[src/rtl/otp_mem_backdoor_arb.sv]
// Arbitrates the OTP emulation's backing RAM port against a host backdoor and a zeroize sequencer.
// OTP has absolute priority and fixed one-cycle read latency; host and clear yield to it.
module otp_mem_backdoor_arb #(
  parameter int Width = 16,
  parameter int Depth = 1024,
  localparam int AddrWidth = (Depth > 1) ? $clog2(Depth) : 1
) (
  input  logic                 clk_i,
  input  logic                 rst_ni,
  input  logic                 otp_en_i,
  input  logic                 otp_we_i,
  input  logic [AddrWidth-1:0] otp_addr_i,
  input  logic [Width-1:0]     otp_wdata_i,
  output logic [Width-1:0]     otp_rdata_o,
  input  logic                 host_req_i,
  input  logic                 host_we_i,
  input  logic [AddrWidth-1:0] host_addr_i,
  input  logic [Width-1:0]     host_wdata_i,
  output logic                 host_gnt_o,
  output logic                 host_rvalid_o,
  output logic [Width-1:0]     host_rdata_o,
  output logic                 host_err_o,
  input  logic                 lock_i,
  input  logic                 clr_req_i,
  output logic                 clr_busy_o,
  output logic                 clr_done_o,
  output logic                 ram_en_o,
  output logic                 ram_we_o,
  output logic [AddrWidth-1:0] ram_addr_o,
  output logic [Width-1:0]     ram_wdata_o,
  input  logic [Width-1:0]     ram_rdata_i
);

  typedef enum logic [1:0] {
    IdleSt  = 2'd0,
    ClearSt = 2'd1
  } state_e;

  typedef enum logic [1:0] {
    TagNone = 2'd0,
    TagOtp  = 2'd1,
    TagHost = 2'd2
  } tag_e;

  localparam logic [AddrWidth-1:0] LastAddr = AddrWidth'(Depth - 1);

  state_e               state_q, state_d;
  logic [AddrWidth-1:0] cnt_q, cnt_d;
  tag_e                 tag_q, tag_d;
  logic                 err_q, err_d;
  logic                 done_q, done_d;
  logic                 clr_start;
  logic                 host_wr_refused;

  always_comb begin
    // NOTE: every signal written here gets a default first, so no path can infer a latch.
    state_d     = state_q;
    cnt_d       = cnt_q;
    tag_d       = TagNone;
    err_d       = 1'b0;
    done_d      = 1'b0;
    ram_en_o    = 1'b0;
    ram_we_o    = 1'b0;
    ram_addr_o  = '0;
    ram_wdata_o = '0;

    clr_start       = (state_q == IdleSt) && clr_req_i && !lock_i;
    host_gnt_o      = host_req_i && !otp_en_i && (state_q == IdleSt) && !clr_start;
    host_wr_refused = host_we_i && lock_i;

    unique case (state_q)
      IdleSt: begin
        if (clr_start) begin
          state_d = ClearSt;
          cnt_d   = '0;
        end
      end
      ClearSt: begin
        // A reset cycle must not zero the word at the current count.
        if (!otp_en_i && rst_ni) begin
          ram_en_o = 1'b1;
          ram_we_o = 1'b1;
          ram_addr_o = cnt_q;
          if (cnt_q == LastAddr) begin
            state_d = IdleSt;
            done_d  = 1'b1;
          end else begin
            cnt_d = cnt_q + 1'b1;
          end
        end
      end
      default: state_d = IdleSt;
    endcase

    if (host_gnt_o) begin
      tag_d = TagHost;
      err_d = host_wr_refused;
      if (!host_wr_refused) begin
        ram_en_o    = 1'b1;
        ram_we_o    = host_we_i;
        ram_addr_o  = host_addr_i;
        ram_wdata_o = host_we_i ? host_wdata_i : '0;
      end
    end

    if (otp_en_i) begin
      tag_d       = TagOtp;
      ram_en_o    = 1'b1;
      ram_we_o    = otp_we_i;
      ram_addr_o  = otp_addr_i;
      ram_wdata_o = otp_wdata_i;
    end
  end

  always_ff @(posedge clk_i) begin
    // NOTE: state registers use non-blocking assignments so all flops update from pre-edge values.
    if (!rst_ni) begin
      state_q <= IdleSt;
      cnt_q   <= '0;
      tag_q   <= TagNone;
      err_q   <= 1'b0;
      done_q  <= 1'b0;
    end else begin
      state_q <= state_d;
      cnt_q   <= cnt_d;
      tag_q   <= tag_d;
      err_q   <= err_d;
      done_q  <= done_d;
    end
  end

  assign otp_rdata_o   = ram_rdata_i;
  assign host_rdata_o  = ram_rdata_i;
  assign host_rvalid_o = (tag_q == TagHost);
  assign host_err_o    = err_q;
  assign clr_busy_o    = (state_q == ClearSt);
  assign clr_done_o    = done_q;

endmodule

[config.mk]
export PLATFORM = sky130hd
export DESIGN_NAME = otp_mem_backdoor_arb
export DESIGN_NICKNAME = d
export VERILOG_FILES = /design/src/rtl/otp_mem_backdoor_arb.sv
export SDC_FILE = /design/constraint.sdc
export NUM_CORES = 1
export LEC_CHECK = 0
export CAP_MARGIN = 25
export CORE_MARGIN = 3
export CORE_UTILIZATION = 32
export DETAILED_ROUTE_END_ITERATION = 16
export MAX_ROUTING_LAYER = met4
export PLACE_DENSITY = 0.88
export SLEW_MARGIN = 0
export SYNTH_ARGS = -nofsm -noshare
export SYNTH_HDL_FRONTEND = slang
export SYNTH_SLANG_ARGS = --single-unit
[constraint.sdc]
create_clock -name clk_i -period 2.6 [get_ports clk_i]
set_clock_uncertainty 0.2 [all_clocks]
set_input_delay 0.26 -clock clk_i [delete_from_list [all_inputs] [get_ports clk_i]]
set_output_delay 0.26 -clock clk_i [all_outputs]
set_load 0.02 [all_outputs]
**Word-level counts from Yosys, hierarchy flattened**

Index checks and enable logic that the tools add are counted.

- Input bits: 76
- Register bits: 16
- Output and inout port bits: 65
- Logic and storage cells: 60

- Multiplexer cells: 28
- Reductions and logical operators: 17
- Equal/unequal tests: 7
- Add/sub/neg operators: 1
- Bitwise operators: 1

Operators by type and width:

| cell | number |
|---|---|
| 10-bit 2-to-1 mux | 8 |
| 16-bit 2-to-1 mux | 4 |
| 10-bit case mux with 2 select lines | 1 |
| 10-bit by 1-bit adder with 10-bit output, second input constant | 1 |
| 10-bit == test, second input constant | 1 |
| 1-bit 2-to-1 mux | 10 |
| 2-bit 2-to-1 mux | 4 |
| 1-bit logical AND | 7 |
| 3-bit AND reduction | 2 |
| 2-bit by 1-bit inequality test with 1-bit output, second input constant | 2 |
| 2-bit inequality test, second input constant | 2 |
| 2-bit case mux with 2 select lines | 1 |
| 4-bit AND reduction | 1 |
| 1-bit zero test | 3 |
| 2-bit by 1-bit == test with 1-bit output, second input constant | 1 |
| 2-bit == test, second input constant | 1 |
| 2-bit zero test | 1 |
| 2-bit AND reduction | 1 |
| 2-bit nonzero test | 1 |
| 2-bit OR reduction | 1 |
| 1-bit inverter | 1 |

**Logic depth before layout (Yosys ltp)**

Gate-level depths: netlist (run 1).

- Depth in word-level cells: 7
- Gate-level depth with buffers: 6
- Depth with buffers taken out: 5

**Worst setup path after synthesis (run 1)**

OpenSTA, ideal clock, no wires.

- Path type: flip-flop to output port
- From: reg state_q[0]
- To: out ram_addr_o[0]
- Arrival time: 1433 ps
- Path slack: 707 ps
- Data required time: 2140 ps
- Buffers on the path: 2
- Stages on the path, launching flop included: 6
- Cell sequence: dfxtp_1 -> and3b_1 -> clkbuf_1 -> clkbuf_1 -> a222oi_1 -> inv_1

- Cells in the longest elaborated chain, start to end: 7
- Elaborated cells between the ends (all ways): 11
- Classes of those cells: 1 x eq/ne; 4 x mux; 6 x reduce/logical

Ends and longest elaborated chain:

| item | RTL line | source |
|---|---|---|
| start, declared | 47 | `state_e state_q, state_d;` |
| start signal, assigned | 118 | `state_q <= IdleSt;` |
| start signal, assigned | 124 | `state_q <= state_d;` |
| 2-bit zero test | 67, 68 |  |
| 1-bit logical AND (2 in a row) | 67 | `clr_start = (state_q == IdleSt) && clr_req_i && !lock_i;` |
| 1-bit zero test | 68 | `host_gnt_o = host_req_i && !otp_en_i && (state_q == IdleSt) && !clr_start;` |
| 1-bit logical AND | 68 |  |
| 10-bit 2-to-1 mux * | 95 | `if (host_gnt_o) begin` |
| 10-bit 2-to-1 mux * | 106 | `if (otp_en_i) begin` |
| end, declared | 29 | `output logic [AddrWidth-1:0] ram_addr_o,` |

Mark *: on every way between the ends. The rest lies on a longest branch, timed or not.

**Final worst setup path (run 1)**

- From: in otp_en_i
- To: out ram_wdata_o[10]

- Cells in the longest elaborated chain, start to end: 6

Ends and longest elaborated chain:

| item | RTL line | source |
|---|---|---|
| start, declared | 10 | `input logic otp_en_i,` |
| 1-bit zero test | 68 |  |
| 1-bit logical AND (3 in a row) | 68 |  |
| 16-bit 2-to-1 mux | 95 |  |
| 16-bit 2-to-1 mux * | 106 |  |
| end, declared | 30 | `output logic [Width-1:0] ram_wdata_o,` |

Marks and branches as above.

==> flow_summary.toml, run 1 <==
[run_status]
outcome = "finished, final reports clean"

[min_path]
timing.hold.worst_endpoint = "cnt_q[6]$_SDFFE_PN0P_"
min_delay_path_depth = 1
worstHoldPathType = "flop to flop"
worstHoldStart = "cnt_q[6]$_SDFFE_PN0P_"

[yosys]
netlist_area_mm2 = 0.00140
synth.largest_area_cell = "sky130_fd_sc_hd__dfxtp_1"
syn_area_per_cell_um2 = 8.30
synthesis.instances = 168
yosysTopAreaCellShare_pct = 21.5
synth-seq-area-share_pct = 21.5
number_of_distinct_library_cell_variants_in_the_gate_level_netlist_after_synthesis = 44
synthArstFlopShare_pct = 0
number_of_enable_flip_flop_cells_after_synthesis = 0
largest_cells_by_area_after_synthesis = "sky130_fd_sc_hd__dfxtp_1, sky130_fd_sc_hd__buf_4, sky130_fd_sc_hd__a22o_1"
synthesis.yosys.warnings = 0
synth_top_cells_by_count = "sky130_fd_sc_hd__buf_4, sky130_fd_sc_hd__a22o_1, sky130_fd_sc_hd__dfxtp_1"
synth_most_common_cell = "sky130_fd_sc_hd__buf_4"
ys_seq_elements = 15
syn_nets = 245
synth_top_flop_cell = "sky130_fd_sc_hd__dfxtp_1"

[worst_setup_path]
critical_path.cell_chain = "clkdlybuf4s50_1 > nand2b_1 > a2111oi_4 > and2_1 > buf_12 > a22o_1 > dlygate4sd2_1"
worst_ep_required_time_ps = 2140
cp_data_arrival_time_ps = 2070
timing.critical_path.from_type = "input port"
max_stage_delay_ps = 430
rr_startpoint = "cnt_q[0]$_SDFFE_PN0P_"
kind_of_critical_path = "input port to output pin"
biggest_fanout_along_the_worst_timing_path = 17
end_kind = "output pin"
critPathSlowestCell = "sky130_fd_sc_hd__clkdlybuf4s50_1"
r2r_setup_slack_ps = 620
r2r_end = "cnt_q[2]$_SDFFE_PN0P_"
r2r.worst_path.cells = 5

[power_and_ir_drop]
cell_internal_pwr_mw = 0.494
power.share.combinational_pct = 38.5
power.share.sequential_pct = 34.2
p_clk_share_pct = 27.3
ir_worst_vdd_mv = 0.185
reported_net_switching_power_mw = 0.200
net_sw_share_pct = 28.8
power.static_leakage_nw = 0.893
power_mw = 0.694
power_density_mw_per_mm2 = 318

[clock_network]
root_buffer_selected_by_cts = "sky130_fd_sc_hd__clkbuf_8"
clkSlewWorstSetupHoldPaths_ps = 60
cts_made_buffers = 3
tritoncts = "done"
htreeDepth = 1
holdBufCountCts = 0
cts.repair_timing.setup_buffer_count = 0
clock_net_sink_count = 15
clk_latency_ps = 250
clk_path_buf_depth = 2

[sta]
achievable_clock_frequency_mhz = 396
slew_headroom_pct = 70.0
final-setup-viol-count = 0
timing.setup.tns_ps = 0
min_period_over_period_pct = 97.1
number_of_slew_limit_violations_in_the_final_report = 0
worst_slew_pin_slew_ps = 446
timing.final.crit_period_ps = 2530
fin_hold_ws_ps = 312
setup_repair_after_global_routing_missed_its_margin = "false"
hold_viol_final = 0

[place]
place.detailed.instances = 277
gpl.final_weighted_congestion = 0.807
quantity_of_i_o_buffers_inserted_on_ports = 92
placed_wire_length_estimate_mm = 3.71
placed_cell_area_mm2 = 0.00219

[finish]
syn_to_final_growth_pct = 56.3
layoutNonFillerInstCount = 281
antenna-diode-count = 0
num-fill-cells = 386
fin_area_mm2 = 0.00218
multiInputGateArea_um2 = 758
layout.nets = 309
final_layout_size_suffix_gt1_share_pct = 12.6
area.sequential_um2 = 300

[route]
dr.pass1.iters = 6
first_iter_violations = 109
postRouteWirelength_mm = 4.65
antenna_violating_nets_post_route = 0
routed_wire_length_per_instance_um = 16.5
detailroute.via_count = 1564
viasPerCell = 5.57
post-route-drc-count = 0

[die]
die_ar_mm2 = 0.00519
core_region_mm2 = 0.00412
rows = 23
ios = 141
floorplan.die.height_um = 72.0
initial_utilization_pct = 33.9
die-width_um = 72.0

[global_routing]
grt_start_max_net_pins = 33
grt.total_usage_pct = 18.0
grt_antenna_before_repair = 0
grt_pass1_wl_mm = 7.27
overflow = 0
grt_pass1_vias = 1497

[run]
maxCapViolations = 0
-- power groups by stage --
stage / Sequential (mW) / Combinational (mW) / Clock (mW)
2_1_floorplan: 0.243 / 0.180 / 0
3_3_place_gp: 0.242 / 0.285 / 0
3_5_place_dp: 0.242 / 0.289 / 0
4_1_cts: 0.237 / 0.268 / 0.196
5_1_grt: 0.237 / 0.285 / 0.202
6_report: 0.237 / 0.267 / 0.190
-- placed cells by master, fill, tap and decap left out, types with 2 or more instances in the layout --
| cell | netlist | layout |
|---|---|---|
| sky130_fd_sc_hd__nor3_1 | 5 | 5 |
| sky130_fd_sc_hd__a31oi_1 | 2 | 2 |
| sky130_fd_sc_hd__buf_12 | 0 | 2 |
| sky130_fd_sc_hd__a222oi_1 | 10 | 10 |
| sky130_fd_sc_hd__o21ai_0 | 7 | 7 |
| sky130_fd_sc_hd__inv_1 | 10 | 10 |
| sky130_fd_sc_hd__dlygate4sd2_1 | 0 | 12 |
| sky130_fd_sc_hd__o21a_1 | 2 | 2 |
| sky130_fd_sc_hd__nand3_1 | 3 | 3 |
| sky130_fd_sc_hd__nor2_1 | 2 | 2 |
| sky130_fd_sc_hd__a22o_1 | 16 | 16 |
| sky130_fd_sc_hd__nand3b_1 | 3 | 3 |
| sky130_fd_sc_hd__dfxtp_1 | 15 | 15 |
| sky130_fd_sc_hd__clkbuf_8 | 0 | 3 |
| sky130_fd_sc_hd__buf_4 | 33 | 8 |
| sky130_fd_sc_hd__clkdlybuf4s15_1 | 0 | 8 |
| sky130_fd_sc_hd__and2_1 | 4 | 4 |
| sky130_fd_sc_hd__nand2b_1 | 3 | 3 |
| sky130_fd_sc_hd__o211ai_1 | 4 | 4 |
| sky130_fd_sc_hd__nor4_1 | 2 | 2 |
| sky130_fd_sc_hd__nand2_1 | 9 | 9 |
| sky130_fd_sc_hd__clkdlybuf4s50_1 | 0 | 64 |
| sky130_fd_sc_hd__a21boi_1 | 3 | 3 |
| sky130_fd_sc_hd__clkbuf_2 | 0 | 8 |
| sky130_fd_sc_hd__o221ai_1 | 2 | 2 |
-- worst max path at each step --
stage                                 start              end  slack (ps)
detailed placement                 otp_en_i   ram_wdata_o[5]        -190
floorplan           state_q[0]$_SDFFE_PN0P_    ram_addr_o[0]         710
CTS                                otp_en_i   ram_wdata_o[5]          50
global placement                   otp_en_i  ram_wdata_o[14]        -130
global route                       otp_en_i   ram_wdata_o[9]         0.8
finish                             otp_en_i  ram_wdata_o[10]          70
-- stage by stage --
step | util, % | setup WS [ps]
floorplan | - | 707
global placement | 53.1 | -133
detailed placement | 53.1 | -193
CTS | 53.5 | 48.4
global route | 53.0 | 0.767
finish | 53.0 | 74.2
-- layout make-up --
cell class	instances	area share, %
clock buffer	4	2.07
sequential	15	13.8
timing repair buffer	103	44.8
inverter	10	1.72
tap	50	2.87
multi-input combinational	99	34.8
-- flip-flops by register name, summed over array words and instances, names as in the netlist --
signal	flops
clr_done_o	1
cnt_q	10
host_err_o	1
state_q	1
tag_q	2
-- cells by family after synthesis --
| kind of cell | Yosys count | synth area share, % |
|---|---|---|
| AOI/OAI and AO/OA | 52 | 31.7 |
| adders and majority gates | 1 | 0.897 |
| buffers and inverters | 54 | 24.1 |
| DFF | 15 | 21.5 |
| and+or+nand+nor | 46 | 21.7 |
-- timing repair --
item / 4_1_cts / 5_1_grt
endpoints found under the hold margin: 0 / 0
gates resized for setup: 29 / 24
setup endpoints to repair: 28 / 16
-- per-layer routing --
metal	part of all wire (%)	up-vias	global-route usage (%)
li1	-	736	-
met1	38	737	19.2
met2	51	85	33.7
met3	9.9	6	4.71
met4	0.82	0	2.92
met5	0	-	-
-- critical path, delay by kind of cell --
family | cells | cell delay, ps
AOI/OAI and AO/OA | 2 | 460
buffers and inverters | 3 | 900
and+or+nand+nor | 2 | 440
Note: power is estimated with default switching activity, not from simulation.
==> run 2, diff against run 1 <==
--- a/config.mk
+++ b/config.mk
@@ -11,7 +11,7 @@
 export DETAILED_ROUTE_END_ITERATION = 16
 export MAX_ROUTING_LAYER = met4
 export PLACE_DENSITY = 0.88
-export SLEW_MARGIN = 0
+export SLEW_MARGIN = 20
 export SYNTH_ARGS = -nofsm -noshare
 export SYNTH_HDL_FRONTEND = slang
 export SYNTH_SLANG_ARGS = --single-unit
==> results of run 2 <==
Same layout as run 1: the final DEF is identical, and so are final timing and power.
==> run 3, diff against run 2 <==
==> constraint.sdc (replaced) <==
create_clock -name clk_i -period 2.6 [get_ports clk_i]
set_clock_uncertainty 0.2 [all_clocks]
set_input_delay 0.39 -clock clk_i [delete_from_list [all_inputs] [get_ports clk_i]]
set_output_delay 0.39 -clock clk_i [all_outputs]
set_load 0.02 [all_outputs]
==> flow_summary.toml, run 3 (synthesis gave the netlist of run 1 again) <==
[sta]
worst_slew_pin_slew_ps = 477
setup_repair_after_global_routing_missed_its_margin = "false"
achievable_clock_frequency_mhz = 393
slew_headroom_pct = 67.9
timing.final.crit_period_ps = 2540
hold_viol_final = 0
number_of_slew_limit_violations_in_the_final_report = 0
final-setup-viol-count = 0
min_period_over_period_pct = 97.8
timing.setup.tns_ps = 0

[power_and_ir_drop]
reported_net_switching_power_mw = 0.201
power_density_mw_per_mm2 = 316
p_clk_share_pct = 26.6
power.static_leakage_nw = 0.962
power.share.sequential_pct = 33.9
cell_internal_pwr_mw = 0.498
power.share.combinational_pct = 39.5
power_mw = 0.699
ir_worst_vdd_mv = 0.169
net_sw_share_pct = 28.8

[clock_network]
holdBufCountCts = 0
clk_path_buf_depth = 2
cts_made_buffers = 3
clkSlewWorstSetupHoldPaths_ps = 60
clock_net_sink_count = 15
tritoncts = "done"
cts.repair_timing.setup_buffer_count = 0
root_buffer_selected_by_cts = "sky130_fd_sc_hd__clkbuf_8"
htreeDepth = 1
clk_latency_ps = 240

[global_routing]
grt_antenna_before_repair = 0
grt_start_max_net_pins = 33
overflow = 0
grt_pass1_vias = 1562
grt.total_usage_pct = 19.3
grt_pass1_wl_mm = 7.84

[route]
antenna_violating_nets_post_route = 0
viasPerCell = 5.44
first_iter_violations = 82
detailroute.via_count = 1546
routed_wire_length_per_instance_um = 17.5
post-route-drc-count = 0
postRouteWirelength_mm = 4.97
dr.pass1.iters = 5

[finish]
layout.core_utilization_pct = 53.8
max_reg_flops = 10
layout.nets = 312
syn_to_final_growth_pct = 58.7
num-fill-cells = 366
antenna-diode-count = 0
largest_registers = "cnt_q (10), tag_q (2)"
largest_register = "cnt_q"
multiInputGateArea_um2 = 782
layoutNonFillerInstCount = 284
final_layout_size_suffix_gt1_share_pct = 20.9
layout.cells.most_common = "sky130_fd_sc_hd__clkdlybuf4s50_1"
final_cell_mix = "sky130_fd_sc_hd__clkdlybuf4s50_1, sky130_fd_sc_hd__a22o_1, sky130_fd_sc_hd__dfxtp_1, sky130_fd_sc_hd__buf_2, sky130_fd_sc_hd__buf_4"
area.sequential_um2 = 300

[place]
place.detailed.instances = 279
gpl.final_weighted_congestion = 0.823
placed_wire_length_estimate_mm = 3.85
quantity_of_i_o_buffers_inserted_on_ports = 92

[worst_setup_path]
worst_ep_required_time_ps = 2010
r2r.worst_path.cells = 5
timing.critical_path.from_type = "input port"
rr_startpoint = "cnt_q[0]$_SDFFE_PN0P_"
biggest_fanout_along_the_worst_timing_path = 11
crit_path_end = "ram_en_o"
worstSetupStartpoint = "clr_req_i"
r2r_end = "cnt_q[2]$_SDFFE_PN0P_"
cp_data_arrival_time_ps = 1950
kind_of_critical_path = "input port to output pin"
end_kind = "output pin"
r2r_setup_slack_ps = 600

[die]
die-width_um = 72.0
ios = 141
die_ar_mm2 = 0.00519
initial_utilization_pct = 33.9
core_region_mm2 = 0.00412
floorplan.die.height_um = 72.0
rows = 23

[run_status]
outcome = "finished, final reports clean"

[min_path]
worstHoldPathType = "flop to flop"

[run]
maxCapViolations = 0
-- run 3: changes by cell type in the layout (fill, tap and decap cells not counted), moves of 2 or more --
cell                              change
sky130_fd_sc_hd__buf_4                +3
sky130_fd_sc_hd__clkdlybuf4s50_1      -5
sky130_fd_sc_hd__dlymetal6s2s_1       +4
sky130_fd_sc_hd__buf_2               +14
sky130_fd_sc_hd__clkbuf_2             -3
sky130_fd_sc_hd__clkdlybuf4s15_1      -4
sky130_fd_sc_hd__buf_6                +2
sky130_fd_sc_hd__dlygate4sd2_1        -9
-- run 3: per-layer routing --
| metal | global-route usage, % | vias up | routed length, µm |
|---|---|---|---|
| met2 | 34.5 | 90 | 2500 |
| met4 | 3.55 | 0 | 61 |
| met3 | 5.26 | 8 | 462 |
| li1 | - | 742 | - |
| met1 | 21.7 | 706 | 1950 |
| met5 | - | - | 0 |
-- run 3: metrics by stage --
step	cell area [µm²]	hold WS (ps)	setup WS, ps
finish	2210	308	58.2
global route	2210	365	40.2
CTS	2200	313	-16.1
detailed placement	2200	298	-481
global placement	2200	300	-395
floorplan	1400	270	487
-- run 3: cell type report --
| class | count | area share [%] |
|---|---|---|
| repair buffers | 106 | 44.5 |
| multi-input cells | 99 | 35.3 |
| flip-flops and latches | 15 | 13.6 |
| well taps | 50 | 2.83 |
| clock buffers | 4 | 2.04 |
| inverters | 10 | 1.70 |
-- run 3: worst min-delay path by stage --
stage / startpoint / to / slack [ps] / cells after the start
global placement: cnt_q[6]$_SDFFE_PN0P_ / cnt_q[6]$_SDFFE_PN0P_ / 300 / 1
floorplan: cnt_q[6]$_SDFFE_PN0P_ / cnt_q[6]$_SDFFE_PN0P_ / 270 / 1
global route: cnt_q[6]$_SDFFE_PN0P_ / cnt_q[6]$_SDFFE_PN0P_ / 370 / 1
detailed placement: cnt_q[6]$_SDFFE_PN0P_ / cnt_q[6]$_SDFFE_PN0P_ / 300 / 1
CTS: cnt_q[6]$_SDFFE_PN0P_ / cnt_q[6]$_SDFFE_PN0P_ / 310 / 1
finish: cnt_q[6]$_SDFFE_PN0P_ / cnt_q[6]$_SDFFE_PN0P_ / 310 / 1
-- run 3: worst max-delay path, cell delays in order --
cell and delay (ps):
sky130_fd_sc_hd__clkdlybuf4s50_1 460, sky130_fd_sc_hd__nor2b_4 190, sky130_fd_sc_hd__a2111oi_4 60, sky130_fd_sc_hd__buf_6 160, sky130_fd_sc_hd__or3_1 350, sky130_fd_sc_hd__dlygate4sd2_1 340
-- run 3: what timing repair did --
action,CTS,global route
resized for setup,94,15
endpoints found under the setup margin,29,29
cloned,1,0
hold endpoints to repair,0,0
pin swaps,3,3
-- run 3: power by group through the flow --
stage / clock network [mW] / registers [mW] / logic (mW)
2_1_floorplan: 0 / 0.243 / 0.180
3_3_place_gp: 0 / 0.242 / 0.287
3_5_place_dp: 0 / 0.242 / 0.291
4_1_cts: 0.192 / 0.237 / 0.275
5_1_grt: 0.206 / 0.237 / 0.292
6_report: 0.186 / 0.237 / 0.276
